$ cat config.mk
export PLATFORM = sky130hd
export DESIGN_NAME = branch_predict_unit
export DESIGN_NICKNAME = d
export VERILOG_FILES = /design/src/rtl/branch_predict_unit.sv
export SDC_FILE = /design/constraint.sdc
export NUM_CORES = 1
export LEC_CHECK = 0
export BUFFER_PORTS_ARGS = -buffer_cell sky130_fd_sc_hd__buf_4
export CAP_MARGIN = 30
export CORE_MARGIN = 10
export CORE_UTILIZATION = 51
export DETAILED_ROUTE_END_ITERATION = 12
export PLACE_DENSITY_LB_ADDON = 0.3
export SETUP_SLACK_MARGIN = 0.15
export SLEW_MARGIN = 20
export SYNTH_ARGS = -nofsm -noshare
export SYNTH_HDL_FRONTEND = slang
export SYNTH_SLANG_ARGS = --single-unit
$ cat constraint.sdc
create_clock -name clk -period 5.34 [get_ports clk]
set_input_delay 0.267 -clock clk [delete_from_list [all_inputs] [get_ports clk]]
set_output_delay 0.267 -clock clk [all_outputs]
set_load 0.02 [all_outputs]
$ cat src/rtl/branch_predict_unit.sv
// rtl/branch_predict_unit.sv - 2-bit saturating-counter branch predictor with registered resolution
// Optional hit/miss statistics are compiled in with BPU_PERF_COUNTERS_EN.
module branch_predict_unit #(
  parameter int XLEN      = 32,
  parameter int BHT_DEPTH = 16
) (
  input  logic            clk,
  input  logic            resetn,
  input  logic [31:0]     if_pc,
  output logic            predict_taken,
  input  logic            res_valid,
  input  logic [31:0]     res_pc,
  input  logic [XLEN-1:0] data1,
  input  logic [XLEN-1:0] data2,
  input  logic [3:0]      select,
  input  logic            pred_in,
  input  logic            flush,
  output logic            out_valid,
  output logic            taken,
  output logic            mispredict
`ifdef BPU_PERF_COUNTERS_EN
  ,
  output logic [31:0]     br_count,
  output logic [31:0]     miss_count
`endif
);

  localparam int IDX_W = $clog2(BHT_DEPTH);

  logic [1:0]       bht [BHT_DEPTH];
  logic [IDX_W-1:0] if_idx;
  logic [IDX_W-1:0] res_idx;
  logic             accept;
  logic             is_cond;
  logic             outcome;
  logic [1:0]       cur_cnt;

  // Word-aligned PC: bits [1:0] and anything above the index never reach the table.
  logic unused_pc_bits;
  assign unused_pc_bits = ^{if_pc[31:IDX_W+2], if_pc[1:0], res_pc[31:IDX_W+2], res_pc[1:0]};

  assign if_idx        = if_pc[IDX_W+1:2];
  assign res_idx       = res_pc[IDX_W+1:2];
  assign predict_taken = bht[if_idx][1];
  assign cur_cnt       = bht[res_idx];

  assign accept  = res_valid & select[3] & ~flush;
  assign is_cond = (select[2:1] != 2'b01);

  always_comb begin
    outcome = 1'b0;
    case (select[2:0])
      3'b000:  outcome = (data1 == data2);
      3'b001:  outcome = (data1 != data2);
      3'b010:  outcome = 1'b1;
      3'b100:  outcome = ($signed(data1) <  $signed(data2));
      3'b101:  outcome = ($signed(data1) >= $signed(data2));
      3'b110:  outcome = (data1 <  data2);
      3'b111:  outcome = (data1 >= data2);
      default: outcome = 1'b0;
    endcase
  end

  always_ff @(posedge clk or negedge resetn) begin
    if (!resetn) begin
      for (int i = 0; i < BHT_DEPTH; i++) bht[i] <= 2'b01;
      out_valid  <= 1'b0;
      taken      <= 1'b0;
      mispredict <= 1'b0;
    end else begin
      out_valid  <= accept;
      taken      <= accept & outcome;
      mispredict <= accept & (outcome != pred_in);
      if (accept && is_cond) begin
        if (outcome)
          bht[res_idx] <= (cur_cnt == 2'b11) ? cur_cnt : cur_cnt + 2'd1;
        else
          bht[res_idx] <= (cur_cnt == 2'b00) ? cur_cnt : cur_cnt - 2'd1;
      end
    end
  end

`ifdef BPU_PERF_COUNTERS_EN
  always_ff @(posedge clk or negedge resetn) begin
    if (!resetn) begin
      br_count   <= 32'd0;
      miss_count <= 32'd0;
    end else if (accept) begin
      if (br_count != 32'hFFFF_FFFF) br_count <= br_count + 32'd1;
      if ((outcome != pred_in) && (miss_count != 32'hFFFF_FFFF))
        miss_count <= miss_count + 32'd1;
    end
  end
`endif

endmodule

Word-level counts from Yosys, hierarchy flattened
Index checks and enable logic that the tools add are counted.
- logic and storage cells: 64
- output and inout bits: 4
- bits in registers: 35
- bits of input ports: 137
- add/sub/neg operators: 2
- equality and inequality tests: 11
- muxes and demuxes: 14
- reductions and logical operators: 4
- $lt $le $gt $ge: 7
- bitwise logic cells: 7
- operators with widths (operator ; count):
    32-bit bitwise mux ; 2
    32-bit >= comparator ; 2
    32-bit less-than comparator ; 2
    32-bit == test ; 1
    32-bit 2-to-1 mux ; 1
    32-bit != test ; 1
    2-bit binary-select mux with 4-bit select ; 2
    2-bit 2-to-1 mux ; 7
    3-bit == test (second input constant) ; 4
    5-bit >= comparator (second input constant) ; 2
    4-bit inverter with 5-bit output ; 2
    2-bit demux with 4-bit select ; 1
    1-bit case mux with 7 select lines ; 1
    5-bit by 1-bit less-than comparator with 1-bit output (second input constant) ; 1
    1-bit AND ; 4
    3-bit by 1-bit == test with 1-bit output (second input constant) ; 1
    3-bit by 2-bit == test with 1-bit output (second input constant) ; 1
    3-bit logical NOT ; 1
    2-bit by 1-bit adder with 2-bit output (second input constant) ; 1
    2-bit == test (second input constant) ; 1
    1-bit logical AND ; 2
    2-bit logical NOT ; 1
    2-bit by 1-bit != test with 1-bit output (second input constant) ; 1
    2-bit by 1-bit subtractor with 2-bit output (second input constant) ; 1
    other kinds (2) ; 2

Logic depth before layout (Yosys ltp)
Gate-level depths: netlist of run 1.
- depth after elaboration: 8
- gate-level depth with buffers: 10
- gate-level depth less buffers: 9

Least setup slack after synthesis of run 1
No wires, ideal clock.
- path type: input port to flip-flop
- from: in data2[14]
- to: reg bht[0] (netlist name)
- slack: 3.116 ns
- stages: 10
- arrival time: 2.148 ns
- buffers on the path: 1
- cell sequence: inv_1 ha_1 a21oi_1 nand2_1 a221o_1 o31a_1 nor4_1 nor2_2 buf_6 a31oi_2
- cells in the longest elaborated chain, start to end: 3
- elaborated cells on any way between the ends: 8
- classes of those cells: order compare: 4; eq/ne: 2; mux: 2
- RTL lines (what ; RTL line ; text):
    from (decl) ; 14 ; input logic [XLEN-1:0] data2,
    32-bit >= comparator, or another cell as far along ; 59 ; 3'b111: outcome = (data1 >= data2);
    1-bit case mux with 7 select lines (*) ; 52 ; case (select[2:0])
    32-bit 2-to-1 mux (*) ; 75 ; if (outcome)
    to (signal, indexed assignment) ; 76 ; bht[res_idx] <= (cur_cnt == 2'b11) ? cur_cnt : cur_cnt + 2'd1;
    to (signal, indexed assignment) ; 78 ; bht[res_idx] <= (cur_cnt == 2'b00) ? cur_cnt : cur_cnt - 2'd1;
    to (decl) ; 30 ; logic [1:0] bht [BHT_DEPTH];
Every way passes the cells marked *; elsewhere a longest branch is shown, timed or not.
A chain may end at the register's enable or synchronous reset.

Worst setup path after layout of run 1
- from: in data1[14]
- to: reg bht[4] (netlist name)
- cells in the longest elaborated chain, start to end: 3
- elaborated cells on any way between the ends: 8
- classes of those cells: order compare: 4; eq/ne: 2; mux: 2
- RTL lines (what ; RTL line ; text):
    from (decl) ; 13 ; input logic [XLEN-1:0] data1,
    32-bit >= comparator, or another cell as far along ; 59 ;
    1-bit case mux with 7 select lines (*) ; 52 ;
    32-bit 2-to-1 mux (*) ; 75 ;
Marks and branches as above.

==> flow_summary.yaml, run 1 <==
yosys:
  synthesis.area_sq_um: 3050
  synth_edf_count: 0
  yosysWarnings: 0
  ys_seq_area_share_pct: 29.4
  postSynth.asyncResetShare_pct: 100
  synth_cell_type_count: 51
  syn-instance-count: 324
  synth-seq-cells: 35
  synthesis.area_per_instance_sq_um: 9.40
  synth_fp_nets: 493
  yosys_most_used_dff: "sky130_fd_sc_hd__dfrtp_1"
worst_setup_path:
  worst-path-buf-inv: 1
  crit_path_frequent_cell: "sky130_fd_sc_hd__nand4_1"
  worstSetupEndpointType: "register"
  critical_path.max_stage_delay_ns: 0.68
  crit_fanout: 16
  setup.reg_to_reg.worst_slack_ns: 2.91
  critical_path.startpoint: "data1[14]"
  crit_slowest_cell: "sky130_fd_sc_hd__nor2_2"
  worstPathRequired_ns: 5.52
  worstSetupStartpointType: "input port"
  critical_path.reg2reg.startpoint: "bht[21]"
  critPathKind: "in2reg"
  cp.arrival_ns: 2.81
  critical_path.cell_chain: "buf_4, ha_1, nand4_1, nor4_1, nand3_1, nand4_1, a211oi_1, nor2_2, a31oi_1"
  critPathTopFamily: "simple AND/OR/NAND/NOR gates"
global_route:
  grt_pass1_vias: 2673
  grt_first_pass_wirelength_microns: 12500
  grt_antenna_before_repair: 0
  groute.usage.overall_pct: 15.4
  grt_start_max_net_pins: 36
  grt_overflow: 0
routing:
  wl_microns: 7410
  drt.antenna.violating_nets: 0
  route.detailed.vias_per_inst: 5.67
  post_drt_wl_per_cell_microns: 15.3
  drt_pass1_iterations: 4
  detailroute.via_count: 2738
  drc_errors: 0
  drt-initial-drc-count: 78
layout:
  area.growth.synth_to_final_pct: 24.9
  layout.cells.most_common: "sky130_fd_sc_hd__buf_4"
  seq_area_sq_um: 896
  commonest_non_fill_non_tap_cells_in_the_layout: "85 x sky130_fd_sc_hd__buf_4, 42 x sky130_fd_sc_hd__nand2_1, 36 x sky130_fd_sc_hd__nor2_1"
  insertedDiodeCount: 0
  final_cell_area_sq_um: 3800
  layout.filler_cells: 507
  final_layout_size_suffix_gt1_share_pct: 35.5
  multi_input_area_sq_um: 1940
  finish.net_count: 576
power_and_ir_drop:
  report.power.total_mw: 0.781
  vdd_ir_drop_max_mv: 0.124
  power.density_nw_per_um2: 205
  power.static_leakage_nw: 1.80
clock_tree:
  cts_buffer_depth: 2
  worst_setup_hold_path_clk_slew_ns: 0.06
  postCtsResizedCells: 0
  clock_latency_ns: 0.29
  tritoncts: "built"
  ctsHtreeMaxLevel: 2
  clock_tree.root_cell: "sky130_fd_sc_hd__clkbuf_8"
  cts_buffer_count: 5
  numClockSinks: 35
timing:
  fin_worst_skew_ns: 0.00499
  finalCriticalPeriod_ns: 2.63
  grt_setup_unrepaired: "no"
  hold_worst_slack_ns: 0.300
  final_min_period_over_clock_period_pct: 49.3
  worst-slew-pin-transition_ns: 0.838
  fmax_mhz: 380
  timing.max_slew.rel_slack_pct: 44.1
  setup_tns_ns: 0
  finalHoldViolCount: 0
  setup_viol: 0
  timing.final.max_slew_violations: 0
job:
  max_cap_violations: 0
die:
  die_w_microns: 97.3
  placement_rows: 28
  dieArea_sq_um: 9460
  start_util_pct: 52.1
  core_area_sq_um: 5850
  ioPinCount: 141
  die-height_microns: 97.3
status:
  run_status: "finished clean"
place:
  port_buffer_cells: 84
  detailed_place_hpwl_microns: 6000
  routabilityCongestion: 0.813
  placement.cell_area_sq_um: 3690
min_path:
  hold_path_startpoint: "pred_in"
  hold_path.class: "in2reg"
[metrics by stage]
| stage | instances | util [%] | setup slack (ns) |
|---|---|---|---|
| 2_1_floorplan | 324 | - | 3.12 |
| 5_1_grt | 483 | 65.0 | 2.46 |
| 4_1_cts | 483 | 65.0 | 2.70 |
| 3_5_place_dp | 474 | 63.1 | 2.40 |
| 3_3_place_gp | 474 | 63.1 | 2.45 |
| 6_report | 483 | 65.0 | 2.71 |
[worst register-to-register path, cell delays in order (launching register included)]
cell and delay (ns):
sky130_fd_sc_hd__dfrtp_1 0.40, sky130_fd_sc_hd__mux4_1 0.55, sky130_fd_sc_hd__a22oi_2 0.19, sky130_fd_sc_hd__nand2_2 0.10, sky130_fd_sc_hd__a21oi_2 0.14, sky130_fd_sc_hd__a211oi_1 0.07
sky130_fd_sc_hd__nor2_2 0.68, sky130_fd_sc_hd__a31oi_1 0.18
[flip-flops by register name (all words and copies together), names as in the netlist]
name and cells:
bht 32, mispredict 1, out_valid 1, taken 1
[final cells by class]
| type | instances | area share (%) |
|---|---|---|
| repair buffers | 86 | 17.0 |
| well taps | 75 | 2.47 |
| flip-flops and latches | 35 | 23.6 |
| multi-input cells | 245 | 51.0 |
| inverters | 34 | 3.36 |
| clock buffers | 8 | 2.63 |
[worst paths after layout]
check | end | cells past startpoint
max reg2reg | bht[4] | 7
min reg2reg | bht[2] | 2
min in group asynchronous | bht[17] | 2
min | mispredict | 3
max in group asynchronous | bht[8] | 2
max | bht[4] | 9
[report_power, final]
part / switching (mW) / internal [mW]
combinational: 0.126 / 0.119
clock: 0.0942 / 0.118
sequential: 0.0149 / 0.309
total: 0.235 / 0.546
[Yosys cell counts, types with 3 or more instances]
library cell | count | area [sq um]
sky130_fd_sc_hd__nand2_1 | 42 | 158
sky130_fd_sc_hd__nor2_1 | 36 | 135
sky130_fd_sc_hd__inv_1 | 34 | 128
sky130_fd_sc_hd__ha_1 | 32 | 400
sky130_fd_sc_hd__dfrtp_1 | 19 | 475
sky130_fd_sc_hd__a21oi_1 | 16 | 80.1
sky130_fd_sc_hd__dfstp_2 | 16 | 420
sky130_fd_sc_hd__o31ai_1 | 11 | 82.6
sky130_fd_sc_hd__a31oi_2 | 10 | 125
sky130_fd_sc_hd__nand4_1 | 9 | 56.3
sky130_fd_sc_hd__mux4_2 | 8 | 180
sky130_fd_sc_hd__nor3_1 | 7 | 35.0
sky130_fd_sc_hd__a31oi_1 | 6 | 37.5
sky130_fd_sc_hd__o31ai_2 | 6 | 75.1
sky130_fd_sc_hd__mux4_1 | 5 | 131
sky130_fd_sc_hd__nand3_1 | 5 | 25.0
sky130_fd_sc_hd__nor2b_1 | 5 | 31.3
sky130_fd_sc_hd__a21o_1 | 4 | 30.0
sky130_fd_sc_hd__buf_2 | 4 | 20.0
sky130_fd_sc_hd__buf_6 | 4 | 45.0
sky130_fd_sc_hd__a22oi_2 | 3 | 37.5
sky130_fd_sc_hd__o211ai_1 | 3 | 22.5
sky130_fd_sc_hd__o21a_1 | 3 | 22.5
sky130_fd_sc_hd__o21ai_0 | 3 | 15.0
[kinds of logic after synthesis]
logic type	share of synthesized area [%]
simple gates	20.1
compound gates	20.2
fa+ha+maj	13.1
flops	29.4
mux	10.2
buf+inv	6.94
[routing by layer]
layer	vias up	global-route usage [%]	part of all wire, %
met1	1309	19.2	43
met2	65	26.4	52
li1	1360	-	-
met4	0	4.47	0.85
met3	4	2.84	4.0
met5	-	0	0
[what timing repair did]
item / 4_1_cts / 5_1_grt
hold buffers: 1 / 0
endpoints found under the hold margin: 19 / 0
buffers inserted: 0 / 0
Note: power is estimated with default switching activity, not from simulation.
==> inputs of run 2 (changes only) <==
CORE_UTILIZATION = 43   (was 51)
clock period = 2.2 ns   (was 5.34 ns; I/O delays follow)
==> run 2 against run 1 <==
Sequential cell count unchanged. Worst hold slack lost 0.15 ns. Critical path depth decreased by 2.
==> flow_summary.yaml, run 2 (synthesis gave the netlist of run 1 again) <==
timing:
  finalCriticalPeriod_ns: 2.08
  setup_viol: 0
  hold_worst_slack_ns: 0.146
  fin_worst_skew_ns: 0.0110
  fmax_mhz: 481
  worst-slew-pin-transition_ns: 0.510
  final_min_period_over_clock_period_pct: 94.5
  finalHoldViolCount: 0
  timing.max_slew.rel_slack_pct: 65.9
  finalWorstSetupSlack_ns: 0.121
  grt_setup_unrepaired: "yes"
  timing.final.max_slew_violations: 0
die:
  placement_rows: 30
  dieArea_sq_um: 10800
  start_util_pct: 44.6
  ioPinCount: 141
  core_area_sq_um: 6830
  die-height_microns: 104
  die_w_microns: 104
global_route:
  grt_first_pass_wirelength_microns: 13600
  grt_overflow: 0
  grt_antenna_before_repair: 0
  grt_start_max_net_pins: 36
  grt_pass1_vias: 2922
  groute.usage.overall_pct: 14.5
clock_tree:
  clock_tree.root_cell: "sky130_fd_sc_hd__clkbuf_8"
  cts_buffer_depth: 2
  tritoncts: "built"
  cts_buffer_count: 5
  ctsHtreeMaxLevel: 2
  numClockSinks: 35
  clock_latency_ns: 0.28
  worst_setup_hold_path_clk_slew_ns: 0.07
min_path:
  timing.hold.worst_path_depth: 3
  hold_path.class: "in2reg"
  hold_path_startpoint: "pred_in"
  min_delay_worst_endpoint: "mispredict"
routing:
  met3_wirelength_microns: 338
  detailroute.via_count: 2875
  drt.antenna.violating_nets: 0
  route.detailed.vias_per_inst: 5.28
  route.top_layer_used: "met4"
  drc_errors: 0
  wl_met1_microns: 3450
  post_drt_wl_per_cell_microns: 15.3
  drt-initial-drc-count: 134
  met2_wirelength_microns: 4480
  wl_microns: 8360
  drt_pass1_iterations: 6
layout:
  layout.cells.most_common: "sky130_fd_sc_hd__buf_4"
  largest_reg_flops: 32
  commonest_non_fill_non_tap_cells_in_the_layout: "120 x sky130_fd_sc_hd__buf_4, 40 x sky130_fd_sc_hd__nand2_1, 36 x sky130_fd_sc_hd__nor2_1"
  final_layout_size_suffix_gt1_share_pct: 43.9
  insertedDiodeCount: 0
  finish.net_count: 617
  post-route-util_pct: 62.5
  area.growth.synth_to_final_pct: 40.3
  final_cell_area_sq_um: 4270
  layout.filler_cells: 597
  max_flop_register: "bht"
worst_setup_path:
  cp.arrival_ns: 2.28
  worst_r2r_path_depth: 7
  critPathKind: "reg2reg"
  reg_to_reg_critical_path_endpoint: "bht[30]"
  critical_path.reg2reg.startpoint: "bht[20]"
  worstSetupEndpointType: "register"
  setup.reg_to_reg.worst_slack_ns: 0.12
  crit_fanout: 8
  worstSetupStartpointType: "register"
  worstPathRequired_ns: 2.40
status:
  run_status: "finished clean"
place:
  placement.cell_area_sq_um: 3980
  detailed_place_hpwl_microns: 6510
  routabilityCongestion: 0.823
  port_buffer_cells: 84
  dpl_worst_slack_ns: -0.418
power_and_ir_drop:
  power.density_nw_per_um2: 484
  report.power.total_mw: 2.07
  vdd_ir_drop_max_mv: 0.366
  power.static_leakage_nw: 2.04
job:
  max_cap_violations: 0
run 2: cell types whose count changed in the layout (fill, tap and decap cells not counted), moves of 2 or more:
cell | before | now
sky130_fd_sc_hd__buf_4 | 85 | 120
sky130_fd_sc_hd__buf_12 | 0 | 3
sky130_fd_sc_hd__buf_6 | 0 | 2
sky130_fd_sc_hd__nand2_1 | 42 | 40
sky130_fd_sc_hd__nor4_1 | 2 | 0
sky130_fd_sc_hd__o31ai_1 | 11 | 9
sky130_fd_sc_hd__o31ai_2 | 6 | 8
run 2: layout make-up:
class / count / area (sq um) / share of cell area (%)
inverters: 34 / 128 / 2.99
flip-flops and latches: 35 / 896 / 21.0
well taps: 96 / 120 / 2.81
repair buffers: 127 / 1020 / 23.8
clock buffers: 8 / 100 / 2.34
multi-input cells: 245 / 2010 / 47.0
run 2: worst max-delay path, stage by stage (launching register included):
cell and delay [ns]:
sky130_fd_sc_hd__dfstp_2 0.37, sky130_fd_sc_hd__mux4_1 0.53, sky130_fd_sc_hd__a22oi_2 0.31, sky130_fd_sc_hd__a21oi_4 0.12, sky130_fd_sc_hd__a211oi_2 0.28, sky130_fd_sc_hd__nor2_4 0.09, sky130_fd_sc_hd__buf_12 0.15, sky130_fd_sc_hd__a31oi_2 0.15
run 2: how the worst max path moves through the flow:
stage	start	endpoint	slack (ns)	cells after the start
after floorplan	data2[14]	bht[14]	0.13	10
after CTS	bht[31]	bht[0]	0.15	8
after detailed placement	data1[5]	bht[12]	-0.42	9
after global placement	data1[27]	bht[4]	-0.35	9
after global routing	bht[31]	bht[19]	0.04	9
final	bht[20]	bht[30]	0.12	7
run 2: layer usage:
metal  track usage, %  vias to the layer above
met5                0                        -
met4             2.29                        0
met3             3.16                        6
met2             26.5                       56
met1             17.1                     1373
li1                 -                     1440
run 2: stage by stage:
| stage | instances | setup TNS, ns |
|---|---|---|
| after floorplan | 324 | 0 |
| after global placement | 528 | -5.95 |
| after detailed placement | 528 | -7.37 |
| after CTS | 539 | 0 |
| after global routing | 545 | 0 |
| final | 545 | 0 |
run 2: what timing repair did:
action / in CTS / in global routing
gates resized for setup: 4 / 14
setup buffers: 2 / 5
hold buffers: 1 / 0
setup endpoints to repair: 16 / 34
pin swaps: 2 / 12
gates cloned: 0 / 1
endpoints found under the hold margin: 19 / 0
run 2: power breakdown:
part / leakage, nW / internal, mW / switching (mW) / total (mW)
clock: 0.0515 / 0.286 / 0.234 / 0.521
sequential: 0.430 / 0.750 / 0.0360 / 0.786
combinational: 1.56 / 0.393 / 0.366 / 0.759
